--- src/rtl/ahb_master_arbiter_2m.sv ---
`timescale 1ns/1ps
`default_nettype none
// ============================================================================
// Module   : ahb_master_arbiter_2m
// Purpose  : Shares one AHB-lite system bus between master 0 (CPU) and
//            master 1 (DMA/debug). Each master gets a private AHB-lite port.
//            A contended address phase is parked in a per-master holding
//            register and issued later; an uncontended master goes straight
//            through with no added latency. Every issued transfer is NONSEQ.
// Ports    : HCLK, HRESET (async, active-high)
//            Master side : HADDR/HTRANS/HWRITE/HSIZE/HWDATA_Mx in,
//                          HREADY/HRDATA/HRESP_Mx out
//            Bus side    : HADDR/HTRANS/HWRITE/HSIZE/HWDATA out,
//                          HREADY/HRDATA/HRESP in
//            GRANT       : one-hot address-phase owner, 00 when idle
// Params   : ARB_MODE  0 = fixed priority (M0 wins), 1 = round-robin
// Revision : 1.0  initial release
// ============================================================================
module ahb_master_arbiter_2m #(
    parameter bit ARB_MODE = 1'b0
) (
    input  logic        HCLK,
    input  logic        HRESET,
    // master 0
    input  logic [31:0] HADDR_M0,
    input  logic [1:0]  HTRANS_M0,
    input  logic        HWRITE_M0,
    input  logic [2:0]  HSIZE_M0,
    input  logic [31:0] HWDATA_M0,
    output logic        HREADY_M0,
    output logic [31:0] HRDATA_M0,
    output logic        HRESP_M0,
    // master 1
    input  logic [31:0] HADDR_M1,
    input  logic [1:0]  HTRANS_M1,
    input  logic        HWRITE_M1,
    input  logic [2:0]  HSIZE_M1,
    input  logic [31:0] HWDATA_M1,
    output logic        HREADY_M1,
    output logic [31:0] HRDATA_M1,
    output logic        HRESP_M1,
    // shared bus
    output logic [31:0] HADDR,
    output logic [1:0]  HTRANS,
    output logic        HWRITE,
    output logic [2:0]  HSIZE,
    output logic [31:0] HWDATA,
    input  logic        HREADY,
    input  logic [31:0] HRDATA,
    input  logic        HRESP,
    output logic [1:0]  GRANT
);

    // per-master pending flag and holding registers
    logic        pend_0;
    logic        pend_1;
    logic [31:0] hold_addr_0;
    logic [31:0] hold_addr_1;
    logic        hold_write_0;
    logic        hold_write_1;
    logic [2:0]  hold_size_0;
    logic [2:0]  hold_size_1;

    // shared data-phase tracking and round-robin history
    logic        dph_valid;
    logic        dph_owner;
    logic        rr_last;

    logic        acc_0;
    logic        acc_1;
    logic        req_0;
    logic        req_1;
    logic        win_valid;
    logic        winner;

    // Only NONSEQ/SEQ (bit 1) matter; BUSY/IDLE are treated the same.
    logic        unused_trans_lsb;
    assign unused_trans_lsb = HTRANS_M0[0] ^ HTRANS_M1[0];

    // ------------------------------------------------------------------
    // Per-master ready: the data-phase owner follows the bus, a parked
    // master is stalled, anyone else is free to start a transfer.
    // ------------------------------------------------------------------
    always_comb begin
        HREADY_M0 = 1'b1;
        if (dph_valid && !dph_owner) begin
            HREADY_M0 = HREADY;
        end else if (pend_0) begin
            HREADY_M0 = 1'b0;
        end
    end

    always_comb begin
        HREADY_M1 = 1'b1;
        if (dph_valid && dph_owner) begin
            HREADY_M1 = HREADY;
        end else if (pend_1) begin
            HREADY_M1 = 1'b0;
        end
    end

    assign HRESP_M0  = dph_valid & ~dph_owner & HRESP;
    assign HRESP_M1  = dph_valid &  dph_owner & HRESP;
    assign HRDATA_M0 = HRDATA;
    assign HRDATA_M1 = HRDATA;

    // A pending master holds its own HWDATA (its HREADY is low), so the
    // write data can be muxed straight from the data-phase owner.
    assign HWDATA = dph_owner ? HWDATA_M1 : HWDATA_M0;

    // A master sees its address accepted whenever it requests while its
    // own ready is high; that is the moment it moves on.
    assign acc_0 = HTRANS_M0[1] & HREADY_M0;
    assign acc_1 = HTRANS_M1[1] & HREADY_M1;
    assign req_0 = pend_0 | acc_0;
    assign req_1 = pend_1 | acc_1;

    // ------------------------------------------------------------------
    // Arbitration
    // ------------------------------------------------------------------
    always_comb begin
        win_valid = req_0 | req_1;
        winner    = 1'b0;
        if (req_0 && req_1) begin
            winner = ARB_MODE ? ~rr_last : 1'b0;
        end else begin
            winner = req_1 & ~req_0;
        end
    end

    // ------------------------------------------------------------------
    // Shared-bus address phase
    // ------------------------------------------------------------------
    always_comb begin
        HTRANS = 2'b00;
        HADDR  = HADDR_M0;
        HWRITE = HWRITE_M0;
        HSIZE  = HSIZE_M0;
        GRANT  = 2'b00;
        if (win_valid) begin
            // bursts are flattened: every beat goes out as NONSEQ
            HTRANS = 2'b10;
            if (winner) begin
                GRANT = 2'b10;
                if (pend_1) begin
                    HADDR  = hold_addr_1;
                    HWRITE = hold_write_1;
                    HSIZE  = hold_size_1;
                end else begin
                    HADDR  = HADDR_M1;
                    HWRITE = HWRITE_M1;
                    HSIZE  = HSIZE_M1;
                end
            end else begin
                GRANT = 2'b01;
                if (pend_0) begin
                    HADDR  = hold_addr_0;
                    HWRITE = hold_write_0;
                    HSIZE  = hold_size_0;
                end
            end
        end
    end

    // ------------------------------------------------------------------
    // State update; nothing moves while the bus is stalled.
    // ------------------------------------------------------------------
    always_ff @(posedge HCLK or posedge HRESET) begin
        if (HRESET) begin
            pend_0       <= 1'b0;
            pend_1       <= 1'b0;
            hold_addr_0  <= 32'h0;
            hold_addr_1  <= 32'h0;
            hold_write_0 <= 1'b0;
            hold_write_1 <= 1'b0;
            hold_size_0  <= 3'b000;
            hold_size_1  <= 3'b000;
            dph_valid    <= 1'b0;
            dph_owner    <= 1'b0;
            rr_last      <= 1'b1;   // M0 gets the first round-robin tie
        end else if (HREADY) begin
            if (win_valid) begin
                dph_valid <= 1'b1;
                dph_owner <= winner;
                rr_last   <= winner;
                if (winner) begin
                    pend_1 <= 1'b0;
                    if (acc_0) begin
                        pend_0       <= 1'b1;
                        hold_addr_0  <= HADDR_M0;
                        hold_write_0 <= HWRITE_M0;
                        hold_size_0  <= HSIZE_M0;
                    end
                end else begin
                    pend_0 <= 1'b0;
                    if (acc_1) begin
                        pend_1       <= 1'b1;
                        hold_addr_1  <= HADDR_M1;
                        hold_write_1 <= HWRITE_M1;
                        hold_size_1  <= HSIZE_M1;
                    end
                end
            end else begin
                dph_valid <= 1'b0;
            end
        end
    end

endmodule
`default_nettype wire

--- config.mk ---
export PLATFORM = sky130hd
export DESIGN_NAME = ahb_master_arbiter_2m
export DESIGN_NICKNAME = d
export VERILOG_FILES = /design/src/rtl/ahb_master_arbiter_2m.sv
export SDC_FILE = /design/constraint.sdc
export NUM_CORES = 1
export LEC_CHECK = 0
export CAP_MARGIN = 10
export CORE_AREA = 2 2 122 124
export CTS_CLUSTER_SIZE = 12
export DETAILED_ROUTE_END_ITERATION = 10
export DIE_AREA = 0 0 124 126
export PLACE_DENSITY_LB_ADDON = 0.3
export SLEW_MARGIN = 20
export SYNTH_ARGS = -nofsm -noshare
export SYNTH_HDL_FRONTEND = slang
export SYNTH_SLANG_ARGS = --single-unit
--- constraint.sdc ---
create_clock -name HCLK -period 2.6 [get_ports HCLK]
set_input_delay 0.78 -clock HCLK [delete_from_list [all_inputs] [get_ports HCLK]]
set_output_delay 0.78 -clock HCLK [all_outputs]
set_load 0.02 [all_outputs]
# --- Yosys cells after proc, flatten, opt, wreduce, memory -nomap -nowiden ---
# Cells that the tools add are included.
# Widths: inputs -> output; s select.
totals:
  regBits: 76
  in_bits: 176
  output_inout_bits: 140
  wordCells: 60
op_classes:
  eq_ne: 1
  mux: 26
  bitwise: 13
  reduce_logical: 10
ops:
  columns: ["op", "n"]
  rows:
  - ["$mux 32", 5]
  - ["$mux 1", 14]
  - ["$mux 3", 4]
  - ["$reduce_and 4->1", 2]
  - ["$and 1x1->1", 7]
  - ["$mux 2", 3]
  - ["$reduce_and 3->1", 2]
  - ["$logic_and 1x1->1", 3]
  - ["$not 1->1", 3]
  - ["$or 1x1->1", 3]
  - ["$ne 2x2->1 const B", 1]
  - ["$reduce_and 2->1", 1]
  - ["$reduce_bool 2->1", 1]
  - ["$logic_not 1->1", 1]

# --- Longest topological paths before layout ---
# Gate-level depths: netlist (run 1).
logic_depth:
  ltp_word: 10
  ltp_mapped: 7
  ltp_nobuf: 4

# --- Worst setup path before layout (run 1) ---
# Ideal clock, no wire load.
synth_timing:
  path_kind: "input to output"
  start: "input HREADY"
  end: "output HADDR[10]"
  arrival_time_ps: 2280
  required_time_ps: 1820
  path_slack_ps: -460
  stages: 6
  n_path_buf: 2
  cell_sequence: "buf_4 nand3b_1 a21oi_2 nor3_4 buf_2 a222oi_1"
synth_between:
  elab_chain_len: 8
  word_cells_on_any_way: 13
  cone_classes: "mux (5); bitwise (7); reduce/logical (1)"
synth_lines:
  columns: ["element", "line_no", "source"]
  rows:
  - ["start: declaration", "48", "input logic HREADY,"]
  - ["$mux 1", "86", "if (dph_valid && !dph_owner) begin"]
  - ["$and 1x1->1", "113", "assign acc_0 = HTRANS_M0[1] & HREADY_M0;"]
  - ["$or 1x1->1", "115", "assign req_0 = pend_0 | acc_0;"]
  - ["$not 1->1", "127", "winner = req_1 & ~req_0;"]
  - ["$and 1x1->1", "127", null]
  - ["$mux 1", "124", "if (req_0 && req_1) begin"]
  - ["$mux 32", "143", "if (winner) begin"]
  - ["$mux 32 (*)", "140", "if (win_valid) begin"]
  - ["end: declaration", "43", "output logic [31:0] HADDR,"]
# Every way passes the cells marked *; elsewhere a longest branch is shown, timed or not.

# --- Final worst setup path (run 1) ---
layout_timing:
  start: "input HREADY"
  end: "output HADDR[27]"
# The elaborated chain is that of the path after synthesis.

==> results by group, run 1 <==
Drt
  • DR iter-0 viols: 256
  • Detailed-route via count: 3679
  • Routed Antenna Nets: 0
  • Wire per inst: 19.89 um
  • DRC: 0
  • DRT Pass-1 Iters: 6
  • Via-per-instance ratio: 4.815
  • Drt total wl: roughly 15 mm

Global route
  • GRT Util Overall: 19.25%
  • Remaining Overflow, GRT: 0
  • Initial antenna violation count: 6
  • Pin count of the biggest net entering global routing: 77
  • Vias in the first global route: 3794
  • First-pass GRT wire length: approximately 22 mm

STA
  • Final Hold Fails: 0
  • Period utilisation layout: 115.8%
  • Final WS setup: -0.4095 ns
  • Final min period: about 3 ns
  • Setup TNS: -11.34 ns
  • RSZ-0062 raised after global routing: yes
  • # setup viols final: 37
  • Final Skew: around 0.009 ns
  • Pins Over Slew Limit: 0
  • FMAX: ~330 MHz

Place
  • Placed Instances: 740
  • Dpl hpwl: 12.11 mm
  • Placer Congestion: roughly 0.97
  • Placed inst area: roughly 6500 um^2
  • Number of port buffers: 216

Pwr
  • Leakage power: approximately 3.1 nW
  • VDD IR max: 410.9 uV
  • Power density cells: approximately 630 nW/um^2
  • Design Power: between 4 and 5 mW

Critical path
  • Critical Path RT: 1.82 ns
  • Setup Crit Path Kind: primary input to primary output
  • CP Launch Type: primary input
  • Reg2Reg Depth: 7
  • Worst EP arrival: between 2 and 2.5 ns
  • Worst Path Max Fanout: 9
  • R2r startpoint: pend_1
  • Critical Path Max Stage Delay: roughly 0.36 ns
  • CP cell instances: buf_8 > buf_4 > o21a_4 > o21ba_2 > buf_6 > a222oi_1 > buf_2
  • Worst R2R Setup Slack: between 0.7 and 0.8 ns
  • CP Capture Type: primary output
  • Slowest cell on the critical path: a222oi_1
  • R2r endpoint: hold_addr_1[15]

Synthesis
  • Synth unique cells: 25
  • Yosys reg bits: 76
  • Mapped Cells: between 400 and 500
  • Synth Flop Type: dfrtp_1
  • Warnings from Yosys: 0
  • Seq/Total Area, Yosys: just over 40%
  • EDFF count, synth: 0
  • Mean post-synth cell area: approximately 10 um^2
  • Mapped Area: 4626 um^2
  • Async SR Flop Fraction: 100.0%
  • Post-Syn Nets: between 600 and 700

Die
  • Chip height: ~130 um
  • Initial Util: 32.32%
  • Chip Width: approximately 120 um
  • Die area: ~16000 um^2
  • I/O pins: 316
  • Rows: 44
  • Core region area: 14310 um^2

Final layout
  • Register area: 1903 um^2
  • Area of the multi-input gates: 1663 um^2
  • Final Cell Area: around 6700 um^2
  • Fin cells: approximately 760
  • Final nets: 750
  • FILL cells: 1382
  • Synth-to-Final Area Change: 44.20%
  • Layout cell share with drive strength beyond 1: slightly below 30%
  • Commonest non-fill, non-tap cell in the layout: clkdlybuf4s50_1
  • Final core utilization: between 40% and 50%
  • Commonest non-fill, non-tap cells in the layout: 129 x clkdlybuf4s50_1, 75 x inv_1, 75 x dfrtp_1, 68 x mux2_2

Worst hold path
  • Worst Hold Class: flop to flop
  • Hold Startpoint: hold_addr_0[29]
  • WHS Endpoint: hold_addr_0[29]
  • Worst hold path stage count: 0

Run status
  • Status: finished with violations
  • Failing checks: setup timing

Clock tree
  • Clk_lat worst skew: roughly 0.33 ns
  • Clock Sinks: between 70 and 80
  • Clock-pin slew of the registers on the worst-case setup and hold paths: about 0.050 ns
  • Clk root buf: clkbuf_16
  • Maximum root-to-sink buffer count: 2
  • Max H-tree Level: 3
  • CTS tree: done
  • CTS buffer count: 9

Job
  • Max Cap Violations: 0
## area by class of cell
type                    instances  area share (%)
flip-flops and latches         76           28.53
repair buffers                246           34.03
inverters                      76           4.333
multi-input cells             165           24.93
diodes                          1         0.03752
clock buffers                  11           3.789
well taps                     184           3.452
clock inverters                 5          0.9004
## sequential cells by signal, indices dropped and copies added, names as in the netlist
| register | count |
|---|---|
| dph_owner | 1 |
| dph_valid | 1 |
| hold_addr_0 | 32 |
| hold_addr_1 | 32 |
| hold_size_0 | 3 |
| hold_size_1 | 3 |
| hold_write_0 | 1 |
| hold_write_1 | 1 |
| pend_0 | 1 |
| pend_1 | 1 |
## worst max-delay path: cells and delay by family
family	cells	cell delay, ns
buffers and inverters	4	0.62
AOI/OAI and AO/OA	3	0.82
## synthesized netlist by cell type, types with 3 or more instances
cell	number	area [um^2]
inv_1	76	285.3
dfrtp_1	76	1902
mux2i_1	36	360.4
a21oi_1	4	20.02
nor2_1	5	18.77
nand2_1	3	11.26
buf_4	69	518.0
mux2_2	68	765.7
buf_6	4	45.04
buf_2	11	55.05
a222oi_1	36	360.4
clkbuf_1	44	165.2
## metal layers
metal | wire length, um | up-vias | track usage, % | share of wire (%)
li1 | - | 1684 | - | -
met1 | 6100 | 1789 | 24.99 | 40
met2 | 7539 | 166 | 31.03 | 50
met3 | 1150 | 40 | 4.121 | 7.6
met4 | 403 | 0 | 7.865 | 2.7
met5 | 0 | - | 0 | 0
## through the flow
stage / hold slack (ns) / setup WS (ns)
after floorplan: 0.4290 / -0.4283
after CTS: 0.3793 / -0.4009
final: 0.3745 / -0.4095
after global placement: 0.3655 / -1.209
after detailed placement: 0.3656 / -1.293
after global routing: 0.3863 / -0.4525
## cell families after synthesis
group                  synth area share (%)
AO/OA/AOI/OAI                         9.359
buffers and inverters                 23.10
flip-flops                            41.11
multiplexers                          24.34
other                               0.08107
AND/OR/NAND/NOR                       2.002
## worst max-delay path by stage
stage / to / slack [ns] / start / cells after the start
6_report: HADDR[27] / -0.41 / HREADY / 7
5_1_grt: HADDR[8] / -0.45 / HREADY / 8
4_1_cts: HADDR[8] / -0.40 / HREADY / 8
3_5_place_dp: HADDR[27] / -1.29 / HREADY / 7
3_3_place_gp: HADDR[27] / -1.21 / HREADY / 7
2_1_floorplan: HADDR[10] / -0.43 / HREADY / 6
## where the power goes
part           internal [mW]  switching, mW
Sequential              1.37         0.0940
Clock                  0.797          0.477
Combinational          0.762          0.691
## repair_timing
item	in CTS	in global routing
buffers inserted	5	2
setup endpoints to repair	70	44
resized for setup	250	12
gates cloned	1	0
pin swaps	15	13
hold buffers	0	0
No activity file was read; power rests on OpenSTA's default activity.
==> run 2, diff against run 1 <==
Settings changed: CTS_CLUSTER_DIAMETER set to 40, REMOVE_ABC_BUFFERS set to 1.
==> run 2 against run 1 <==
  * The run still ends with setup timing left
  * First-iteration DRC count is 19% higher
  * Clock skew down 0.0023 ns
  * Combinational power is essentially flat
  * Via count increased by 2.5%
  * Final cell count grew 1.4%
  * Largest power group unchanged
  * Critical path depth is 1 higher
  * Utilization rose by 1.0 points
  * Global-route usage rose by 2.2 points
  * Clock-buffer cell count shrank 1
  * Critical path type unchanged
==> results by group, run 2 (synthesis results as in run 1) <==
Drt
  • Routed Antenna Nets: 0
  • Detailed-route via count: 3771
  • Drt total wl: around 17 mm
  • Via-per-instance ratio: 4.866
  • DR iter-0 viols: ~300
  • DRT Pass-1 Iters: 8
  • Wire per inst: ~22 um
  • DRC: 0

Global route
  • First-pass GRT wire length: 23.87 mm
  • Initial antenna violation count: 12
  • Pin count of the biggest net entering global routing: 37
  • Remaining Overflow, GRT: 0
  • Vias in the first global route: 3888
  • GRT Util Overall: about 21%

Critical path
  • Setup Crit Path Kind: primary input to primary output
  • Critical Path Max Stage Delay: about 0.31 ns
  • Reg2Reg Depth: 5
  • CP Capture Type: primary output
  • Worst EP arrival: ~2.2 ns
  • CP cell instances: buf_8 > nand3b_1 > a21oi_4 > buf_4 > o21ba_4 > buf_12 > a222oi_1 > buf_4
  • Crit path top cell by count: buf_4
  • Worst Path Max Fanout: 18
  • Critical Path RT: approximately 1.8 ns
  • Slowest cell on the critical path: a222oi_1
  • CP Launch Type: primary input

Die
  • Rows: 44
  • Die area: 15620 um^2
  • Core region area: 14310 um^2
  • Initial Util: about a third
  • I/O pins: between 300 and 400
  • Chip Width: around 120 um
  • Chip height: ~130 um

Place
  • Number of port buffers: roughly 220
  • Placed Instances: around 750
  • Placed inst area: 6533 um^2
  • Dpl hpwl: between 10 and 15 mm
  • Placer Congestion: ~0.76

STA
  • Period utilisation layout: 113.3%
  • Hold WS: 0.3741 ns
  • Pins Over Slew Limit: 0
  • RSZ-0062 raised after global routing: yes
  • Setup TNS: -11.24 ns
  • Final Hold Fails: 0
  • # setup viols final: 38
  • Final WS setup: -0.3449 ns
  • FMAX: between 300 and 400 MHz
  • Final min period: ~3 ns
  • Final Skew: between 0.006 and 0.007 ns

Final layout
  • Commonest non-fill, non-tap cell in the layout: clkdlybuf4s50_1
  • Synth-to-Final Area Change: 47.31%
  • Commonest non-fill, non-tap cells in the layout: 135 x clkdlybuf4s50_1, 75 x inv_1, 75 x dfrtp_1, 68 x mux2_2
  • Top Registers: hold_addr_0 x32, hold_addr_1 x32
  • Final Cell Area: between 6000 and 7000 um^2
  • Final nets: about 750
  • Fin cells: a little under 800
  • FILL cells: 1328
  • Layout cell share with drive strength beyond 1: between 20% and 30%

Clock tree
  • Maximum root-to-sink buffer count: 2
  • Clock-pin slew of the registers on the worst-case setup and hold paths: about 0.060 ns
  • CTS tree: done
  • CTS buffer count: 9
  • Max H-tree Level: 3
  • Clock Sinks: 76
  • Clk_lat worst skew: between 0.3 and 0.4 ns
  • Clk root buf: clkbuf_16

Worst hold path
  • Worst Hold Class: flop to flop
  • Worst hold path stage count: 0

Pwr
  • Leakage power: roughly 3.2 nW
  • VDD IR max: roughly 330 uV
  • Design Power: ~4.3 mW
  • Power density cells: between 600 and 700 nW/um^2

Run status
  • Status: finished with violations
  • Failing checks: setup timing

Job
  • Max Cap Violations: 0
-- run 2: metrics by stage --
step | setup slack, ns | utilization (%)
after CTS | -0.4349 | 47.28
final | -0.3449 | 47.60
after detailed placement | -1.264 | 45.64
after global placement | -1.218 | 45.64
after floorplan | -1.002 | -
after global routing | -0.4259 | 47.48
-- run 2: where the power goes --
part | leakage (nW) | internal, mW | switching (mW)
clock network | 0.151 | 0.864 | 0.504
logic | 2.05 | 0.784 | 0.670
registers | 0.979 | 1.37 | 0.0935
-- run 2: what timing repair did --
item	4_1_cts	5_1_grt
pin swaps	9	17
setup endpoints to repair	74	58
hold buffers	0	0
setup buffers	3	2
gates resized for setup	245	33
cloned	2	0
-- run 2: final timing paths --
path | slack, ns | start | end
min in group asynchronous | 0.75 | HRESET | hold_addr_0[19]
max in group asynchronous | 1.33 | HRESET | hold_addr_1[12]
worst max-delay path | -0.34 | HREADY | HADDR[29]
worst max register to register | 0.80 | pend_0 | hold_addr_1[16]
worst min register to register | 0.37 | hold_addr_0[5] | hold_addr_0[5]
worst min-delay path | 0.37 | hold_addr_0[5] | hold_addr_0[5]
-- run 2: per-layer routing --
layer  global-route usage [%]  part of all wire (%)
met3                    17.12                    19
met4                    5.155                   1.1
met2                    27.83                    38
met5                    4.605                  0.51
met1                    27.18                    42
-- run 2: critical path, delay by kind of cell --
family,cells,cell delay [ns]
compound gates,3,0.61
buf+inv,4,0.58
simple gates,1,0.18
-- run 2: cell type report --
type                       instances  area [um^2]  share of cell area (%)
clock buffer                      10        239.0                   3.507
timing repair buffer             249         2374                   34.83
antenna                            9        22.52                  0.3305
sequential                        76         1903                   27.93
tap                              184        230.2                   3.379
inverter                          76        286.5                   4.205
clock inverter                     6        87.58                   1.285
multi-input combinational        165         1672                   24.53
